<file path="config.mk">
export PLATFORM = sky130hd
export DESIGN_NAME = dii_packet_arbiter
export DESIGN_NICKNAME = d
export VERILOG_FILES = /design/src/rtl/dii_arb_pkg.sv /design/src/rtl/dii_rr_pick.sv /design/src/rtl/dii_packet_arbiter.sv
export SDC_FILE = /design/constraint.sdc
export NUM_CORES = 1
export LEC_CHECK = 0
export BUFFER_PORTS_ARGS = -buffer_cell sky130_fd_sc_hd__clkbuf_2
export CAP_MARGIN = 25
export CORE_UTILIZATION = 48
export CTS_CLUSTER_DIAMETER = 150
export DETAILED_ROUTE_END_ITERATION = 6
export PLACE_DENSITY = 0.81
export SYNTH_ARGS = -nofsm -noshare
export SYNTH_HDL_FRONTEND = slang
export SYNTH_SLANG_ARGS = --single-unit
</file>
<file path="constraint.sdc">
create_clock -name clk -period 4.05 [get_ports clk]
set_clock_uncertainty 0.05 [all_clocks]
set_input_delay 0.405 -clock clk [delete_from_list [all_inputs] [get_ports clk]]
set_output_delay 0.405 -clock clk [all_outputs]
set_load 0.1 [all_outputs]
</file>
<file path="src/rtl/dii_arb_pkg.sv">
// Shared types and constants for the DII packet arbiter.
package dii_arb_pkg;

  typedef enum logic [1:0] {
    IDLE = 2'd0,
    PASS = 2'd1,
    TERM = 2'd2
  } arb_state_e;

  localparam int DII_WIDTH = 16;

  // Payload of the word that closes a packet abandoned by a stalled module.
  localparam int TERM_WORD = 0;

endpackage

</file>
<file path="src/rtl/dii_rr_pick.sv">
// Combinational round-robin selector: first requester after ptr_i, wrapping.
module dii_rr_pick #(
  parameter int PORTS = 3,
  parameter int IDXW  = $clog2(PORTS)
) (
  input  logic [PORTS-1:0] req_i,
  input  logic [IDXW-1:0]  ptr_i,
  output logic [PORTS-1:0] onehot_o,
  output logic [IDXW-1:0]  idx_o,
  output logic             valid_o
);

  int cand;

  // Walk the scan order backwards so the closest requester after ptr_i wins.
  always_comb begin
    onehot_o = '0;
    idx_o    = '0;
    valid_o  = 1'b0;
    cand     = 0;
    for (int k = PORTS; k >= 1; k--) begin
      cand = (int'(ptr_i) + k) % PORTS;
      if (req_i[cand]) begin
        onehot_o       = '0;
        onehot_o[cand] = 1'b1;
        idx_o          = IDXW'(cand);
        valid_o        = 1'b1;
      end
    end
  end

endmodule

</file>
<file path="src/rtl/dii_packet_arbiter.sv">
// Packet-atomic round-robin merge of PORTS DII channels onto one registered output.
// Optional stall watchdog enabled by defining DII_ARB_WATCHDOG_EN.
module dii_packet_arbiter
  import dii_arb_pkg::*;
#(
  parameter int PORTS   = 3,
  parameter int WIDTH   = DII_WIDTH,
  parameter int TIMEOUT = 256
) (
  input  logic                   clk,
  input  logic                   rstn,
  input  logic [PORTS*WIDTH-1:0] in_data,
  input  logic [PORTS-1:0]       in_last,
  input  logic [PORTS-1:0]       in_valid,
  output logic [PORTS-1:0]       in_ready,
  output logic [WIDTH-1:0]       out_data,
  output logic                   out_last,
  output logic                   out_valid,
  input  logic                   out_ready,
  output logic [PORTS-1:0]       grant,
  output logic                   timeout_irq
);

  localparam int IDXW = $clog2(PORTS);

  arb_state_e       state_q, state_d;
  logic [PORTS-1:0] grant_q, grant_d;
  logic [IDXW-1:0]  ptr_q, ptr_d;
  logic [WIDTH-1:0] out_data_q, out_data_d;
  logic             out_last_q, out_last_d;
  logic             out_valid_q, out_valid_d;
  logic [PORTS-1:0] drop_q;

  logic             slot_free;
  logic             owner_valid;
  logic             owner_last;
  logic [WIDTH-1:0] owner_data;
  logic             accept;
  logic             load;

  logic [PORTS-1:0] pick_onehot;
  logic [IDXW-1:0]  pick_idx;
  logic             pick_valid;

  dii_rr_pick #(
    .PORTS (PORTS),
    .IDXW  (IDXW)
  ) u_pick (
    .req_i    (in_valid & ~drop_q),
    .ptr_i    (ptr_q),
    .onehot_o (pick_onehot),
    .idx_o    (pick_idx),
    .valid_o  (pick_valid)
  );

  always_comb begin
    owner_data = '0;
    for (int p = 0; p < PORTS; p++) begin
      if (grant_q[p]) owner_data = in_data[p*WIDTH +: WIDTH];
    end
  end

  assign owner_valid = |(in_valid & grant_q);
  assign owner_last  = |(in_last & grant_q);

  // No skid buffer: the owner may only push when the output slot empties this cycle.
  assign slot_free = !out_valid_q || out_ready;
  assign accept    = (state_q == PASS) && slot_free && owner_valid;
  assign in_ready  = (((state_q == PASS) && slot_free) ? grant_q : '0) | drop_q;

`ifdef DII_ARB_WATCHDOG_EN
  localparam int CNT_W = $clog2(TIMEOUT + 1);

  logic [CNT_W-1:0] cnt_q, cnt_d;
  logic [PORTS-1:0] drop_d;
  logic             irq_q, irq_d;

  always_ff @(posedge clk or negedge rstn) begin
    if (!rstn) begin
      cnt_q  <= '0;
      drop_q <= '0;
      irq_q  <= 1'b0;
    end else begin
      cnt_q  <= cnt_d;
      drop_q <= drop_d;
      irq_q  <= irq_d;
    end
  end

  assign timeout_irq = irq_q;
`else
  assign drop_q      = '0;
  assign timeout_irq = 1'b0;
`endif

  always_ff @(posedge clk or negedge rstn) begin
    if (!rstn) begin
      state_q     <= IDLE;
      grant_q     <= '0;
      ptr_q       <= IDXW'(PORTS - 1);
      out_data_q  <= '0;
      out_last_q  <= 1'b0;
      out_valid_q <= 1'b0;
    end else begin
      state_q     <= state_d;
      grant_q     <= grant_d;
      ptr_q       <= ptr_d;
      out_data_q  <= out_data_d;
      out_last_q  <= out_last_d;
      out_valid_q <= out_valid_d;
    end
  end

  always_comb begin
    state_d    = state_q;
    grant_d    = grant_q;
    ptr_d      = ptr_q;
    out_data_d = out_data_q;
    out_last_d = out_last_q;
    load       = 1'b0;
`ifdef DII_ARB_WATCHDOG_EN
    cnt_d  = cnt_q;
    irq_d  = 1'b0;
    // A draining port leaves drop mode once its own last word is swallowed.
    drop_d = drop_q & ~(in_valid & in_last);
`endif

    unique case (state_q)
      IDLE: begin
        if (pick_valid) begin
          grant_d = pick_onehot;
          ptr_d   = pick_idx;
          state_d = PASS;
        end
      end

      PASS: begin
        if (accept) begin
          load       = 1'b1;
          out_data_d = owner_data;
          out_last_d = owner_last;
`ifdef DII_ARB_WATCHDOG_EN
          cnt_d      = '0;
`endif
          if (owner_last) begin
            grant_d = '0;
            state_d = IDLE;
          end
        end
`ifdef DII_ARB_WATCHDOG_EN
        else if (!owner_valid) begin
          if (cnt_q == CNT_W'(TIMEOUT - 1)) begin
            cnt_d   = '0;
            state_d = TERM;
          end else begin
            cnt_d = cnt_q + CNT_W'(1);
          end
        end
`endif
      end

`ifdef DII_ARB_WATCHDOG_EN
      TERM: begin
        if (slot_free) begin
          load       = 1'b1;
          out_data_d = WIDTH'(TERM_WORD);
          out_last_d = 1'b1;
          irq_d      = 1'b1;
          drop_d     = drop_d | grant_q;
          grant_d    = '0;
          state_d    = IDLE;
        end
      end
`endif

      default: begin
        state_d = IDLE;
      end
    endcase

    if (load) out_valid_d = 1'b1;
    else if (out_ready) out_valid_d = 1'b0;
    else out_valid_d = out_valid_q;
  end

  assign out_data  = out_data_q;
  assign out_last  = out_last_q;
  assign out_valid = out_valid_q;
  assign grant     = grant_q;

endmodule

</file>
==> Word-level counts from Yosys, hierarchy flattened <==
Cells that the tools add are included.
{ "totals": {"reg_bits": 25, "input_bits": 57, "elab_cells": 80} }
{ "classes": {"add_sub_neg": 3, "div": 3, "n_lt_le_gt_ge": 6, "n_eq_ne": 4, "muxes": 40, "bitwise": 2, "n_reduce_logical": 16} }
{ "ops": {"columns": ["cell", "n"], "rows": [
  ["$ge A32 B1 Y1 const B", 3],
  ["$lt A32 B4 Y1 const B", 3],
  ["$mod A32 B3 Y32 const B", 3],
  ["$mux W16", 3],
  ["$mux W3", 7],
  ["$mux W1", 16],
  ["$mux W2", 6],
  ["$add A2 B2 Y3 const B", 2],
  ["$and A3 B3 Y3", 2],
  ["$bmux W1 S2", 3],
  ["$demux W1 S2", 3],
  ["$ne A2 B2 Y1 const B", 3],
  ["$pmux W3 S2", 1],
  ["$reduce_or A3 Y1", 2],
  ["$logic_and A1 B1 Y1", 5],
  ["$pmux W2 S2", 1],
  ["$reduce_and A2 Y1", 2],
  ["$reduce_and A4 Y1", 1],
  ["$reduce_bool A2 Y1", 2],
  ["$add A2 B1 Y3 const B", 1],
  ["$reduce_and A3 Y1", 1],
  ["$eq A2 B1 Y1 const B", 1],
  ["$logic_not A2 Y1", 1],
  ["$logic_not A1 Y1", 1],
  ["$logic_or A1 B1 Y1", 1]
]} }

==> Longest topological paths before layout <==
{ "logic_depth": {"ltp_word": 11, "ltp_mapped": 8, "mapped_depth_nobuf": 7} }

==> Cells and area by module <==
A second synthesis with hierarchy kept.
{ "hier_totals": {"cells_unflattened": 178, "area_unflattened_um2": 1727.9} }
{ "by_module_without_submodules": {"columns": ["module", "n_inst", "cells_each", "area_each_um2", "seq_area_each_um2"], "rows": [
  ["dii_packet_arbiter", 1, 142, 1471.4, 601.8],
  ["dii_rr_pick", 1, 36, 256.5, 0.0]
]} }

==> Worst setup path before layout <==
Ideal clock, no wire load.
{ "synth_timing": {"kind": "register -> output", "startpoint": "reg grant_q[2], in the netlist grant[2]", "endpoint": "out in_ready[2]", "arrival_ps": 2317, "setup_slack_ps": 1278, "stages_incl_launch_ff": 4, "cell_sequence": "dfrtp_1 -> buf_2 -> clkbuf_1 -> and3_1"} }
{ "synth_via": {"elab_chain_len": 1} }
{ "synth_lines": {"columns": ["item", "line", "source"], "rows": [
  ["start: declaration", "dii_packet_arbiter.sv:27", "logic [PORTS-1:0] grant_q, grant_d;"],
  ["start signal: assignment", "dii_packet_arbiter.sv:106", "grant_q <= grant_d;"],
  ["$mux W3", "dii_packet_arbiter.sv:69", "assign in_ready = (((state_q == PASS) && slot_free) ? grant_q : '0) | drop_q;"],
  ["end: declaration", "dii_packet_arbiter.sv:15", "output logic [PORTS-1:0] in_ready,"]
]} }
Every way passes these cells.

==> Worst setup path in the final report <==
{ "layout_timing": {"startpoint": "reg ptr_q[0]", "endpoint": "reg grant_q[1], in the netlist grant[1]"} }
{ "layout_via": {"elab_chain_len": 11, "word_cells_on_any_way": 40} }
{ "layout_lines": {"columns": ["item", "line", "source"], "rows": [
  ["start: declaration", "dii_packet_arbiter.sv:28", "logic [IDXW-1:0] ptr_q, ptr_d;"],
  ["start signal: assignment", "dii_packet_arbiter.sv:100", "ptr_q <= IDXW'(PORTS - 1);"],
  ["start signal: assignment", "dii_packet_arbiter.sv:107", "ptr_q <= ptr_d;"],
  ["$add A2 B2 Y3", "dii_rr_pick.sv:22", "cand = (int'(ptr_i) + k) % PORTS;"],
  ["$mod A32 B3 Y32", "dii_rr_pick.sv:22", null],
  ["$ge A32 B1 Y1 (not written as such) / $lt A32 B4 Y1 (equally long branches)", "dii_rr_pick.sv:25", "onehot_o[cand] = 1'b1;"],
  ["$logic_and A1 B1 Y1 (not written as such)", "dii_rr_pick.sv:25", null],
  ["$mux W1 (not written as such)", "dii_rr_pick.sv:25", null],
  ["$demux W1 S2", null, null],
  ["$mux W3 (3 in a row)", "dii_rr_pick.sv:23", "if (req_i[cand]) begin"],
  ["$mux W3", "dii_packet_arbiter.sv:130", "if (pick_valid) begin"],
  ["$pmux W3 S2", "dii_packet_arbiter.sv:128", "unique case (state_q)"]
]} }
Parallel ways exist; a longest one is shown, timed or not. The select of a mux whose other input is x is not followed.
A chain may end at the register's enable or synchronous reset.

==> summary.txt <==
Run status
  – Status: finished, violations left
  – Violated checks: hold timing

CTS
  – Clock Latency Late Sink: 0.31 ns
  – H-tree level count: 1
  – Clock Sinks: 24
  – CTS tree: yes
  – CTS Buf Count: 3
  – Cts hold-fix bufs: 0
  – Clock tree buffer depth: 2
  – Clk slew on worst S/H paths: 0.14 ns
  – Root Driver: clkbuf_4
  – Post-CTS Setup Inserts: 0
  – Post-CTS Resized: 0

Yosys
  – Post-synthesis net count: 247
  – Most used DFF post-synth: dfrtp_1
  – Synth Area in Simple Gates: 18.53%
  – Share of flip-flops with an asynchronous set or reset: 100.0%
  – YS warnings: 0
  – Number of synthesized flops with an enable pin: 0
  – Mux share of post-synthesis cell area: 2.796%
  – XOR/XNOR Fraction of Synth Area: 0%
  – Largest family of logic cells by synthesized area: compound AO/OA/AOI/OAI gates
  – Seq/Total Area, Yosys: 38.42%
  – Post-synthesis adder-cell area fraction: 3.195%
  – Cells after Synth: 186
  – Number of unique standard cell types used by synthesis: 43
  – Compound-cell area share of the yosys netlist: 30.91%
  – Syn_area_per_cell: 8.422 um2
  – #FFs+latches synth: 24
  – Synthesized area: 0.001567 mm2

Route
  – DRT iter0 DRCs: 86
  – Via/cell ratio: 5.421
  – DRC Markers: 0
  – Post-route ant nets: 0
  – Drt total wl: 3947 um
  – 1st-pass router iterations: 4
  – Via count: 1637
  – Routed len/inst: 13.07 um

Setup path
  – R2r startpoint: ptr_q[0]
  – Reg2reg path depth: 7
  – CP Data Required Time: 4.21 ns
  – Critical path class: flop to flop
  – Setup crit start kind: flop
  – Reg2Reg Capture Point: grant[1]
  – CP arrival: 2.63 ns
  – Crit Path Max Fanout: 13
  – CP Capture Type: flop
  – Reg2Reg Setup Slack: 1.58 ns

STA
  – Hold Slack: -0.001995 ns
  – RSZ-0062 raised after global routing: no
  – Slew margin rel.: 54.16%
  – Final setup viols: 0
  – Final slew viol count: 0
  – FMAX: 405.0 MHz
  – Setup TNS: 0 ns
  – Worst Tran Pin Value: 0.6877 ns
  – Fin crit share: 60.96%
  – Fin crit period: 2.469 ns
  – Final hold vios: 2

Hold path
  – Worst hold path class: input port to asynchronous set/reset pin

Final layout
  – Layout Nets: 320
  – Share of layout cells above drive strength 1: 36.43%
  – Diode count: 0
  – Most frequent cells in the layout: clkbuf_2 (80), nand2_1 (25), dfrtp_1 (23), a21oi_1 (21)
  – Synthesis-to-finish area growth: 28.67%
  – Commonest non-fill, non-tap cell in the layout: clkbuf_2
  – Fillers: 286
  – Design Area, Final: 0.002016 mm2

Placement
  – Port-buffer cells: 80
  – Routability-driven placement congestion ratio: 0.8218
  – DP Wirelength: 2976 um
  – Placed cell areas: 0.001963 mm2

Die
  – # rows: 20
  – Die Area: 0.003496 mm2
  – Die width: 59.13 um
  – Die Height: 59.13 um
  – IO Count: 82
  – Core area: 0.003078 mm2
  – Initial Utilization: 50.89%

Power
  – Tot Pwr: 1.810 mW
  – Pwr dens: 898.1 mW/mm2
  – Worst VDD drop: 0.4197 mV
  – Static Leak: 1.024 nW

Global routing
  – Global-route wire length before repair: 6444 um
  – Pin count of the biggest net entering global routing: 36
  – GRT Total Usage: 24.76%
  – Vias in the first global route: 1440
  – Initial antenna violation count: 0
  – Total global routing overflow: 0

Job
  – Maxcap violations: 0
## how the worst max path moves through the flow
stage	endpoint	startpoint	depth (start not counted)	slack, ns
after CTS	grant[1]	ptr_q[0]	7	1.61
after detailed placement	grant[1]	ptr_q[0]	7	1.70
after global routing	grant[1]	ptr_q[0]	7	1.44
after global placement	grant[1]	ptr_q[0]	7	1.78
final	grant[1]	ptr_q[0]	7	1.58
after floorplan	in_ready[2]	grant[2]	3	1.28
## kinds of logic (layout without fill, tap and decap cells)
kind of cell | count (synthesis) | after routing
buffers and inverters | 19 | 91
other | 1 | 1
adders and majority gates | 4 | 4
AOI/OAI and AO/OA | 72 | 72
and+or+nand+nor | 62 | 62
muxes | 4 | 4
DFF | 24 | 24
## report_power, final
group	switching, mW	internal (mW)	leakage, nW
logic	0.974	0.258	0.677
registers	0.0797	0.326	0.319
clock network	0.0727	0.100	0.0279
total	1.13	0.684	1.02
## critical path, cell delays in order (launching register included)
cell and delay, ns:
dfrtp_1 0.42, inv_1 0.09, ha_1 0.57, mux2i_2 0.31, o22ai_2 0.14, o31ai_4 0.50
a311oi_2 0.08, a31o_1 0.21
## metal layers
layer	up-vias	GRT usage (%)	part of all wire (%)
li1	818	-	-
met1	737	32.49	42
met2	76	39.94	49
met3	6	4.803	7.3
met4	0	10.54	1.1
met5	-	0	0
## cell usage after synthesis (2+ instances only)
cell type,instances,area share [%]
a222oi_1,2,1.3
nand2_1,25,6.0
nand2b_1,4,1.6
mux2i_1,3,1.9
o21ai_1,18,5.8
nor2b_1,2,0.80
a22oi_1,15,7.2
nand3b_1,3,1.4
a21oi_1,21,6.7
inv_1,4,0.96
and3_1,3,1.2
ha_1,4,3.2
dfrtp_1,23,37
nand3_1,2,0.64
clkbuf_1,4,0.96
buf_2,8,2.6
o21ai_0,2,0.64
nor2_1,18,4.3
## cell type report
class	count	area [um2]	share of cell area, %
Clock buffer	3	22.52	1.117
Clock inverter	1	30.03	1.490
Inverter	5	18.77	0.9311
Multi-Input combinational cell	143	872.1	43.27
Sequential cell	24	601.8	29.86
Tap cell	44	55.05	2.731
Timing Repair Buffer	82	415.4	20.61
## per-stage QoR
| stage | instances | utilization (%) | setup WS, ns |
|---|---|---|---|
| after floorplan | 186 | - | 1.278 |
| after global placement | 298 | 63.78 | 1.776 |
| after detailed placement | 298 | 63.78 | 1.704 |
| after CTS | 302 | 65.49 | 1.614 |
| after global routing | 302 | 65.49 | 1.438 |
| final | 302 | 65.49 | 1.581 |
## state kept, by name, indices dropped and copies added, names as in the netlist
name / count
state_q: 1
out_last: 1
ptr_q: 2
out_valid: 1
grant: 3
out_data: 16
Power figures use the tool's default switching activity.
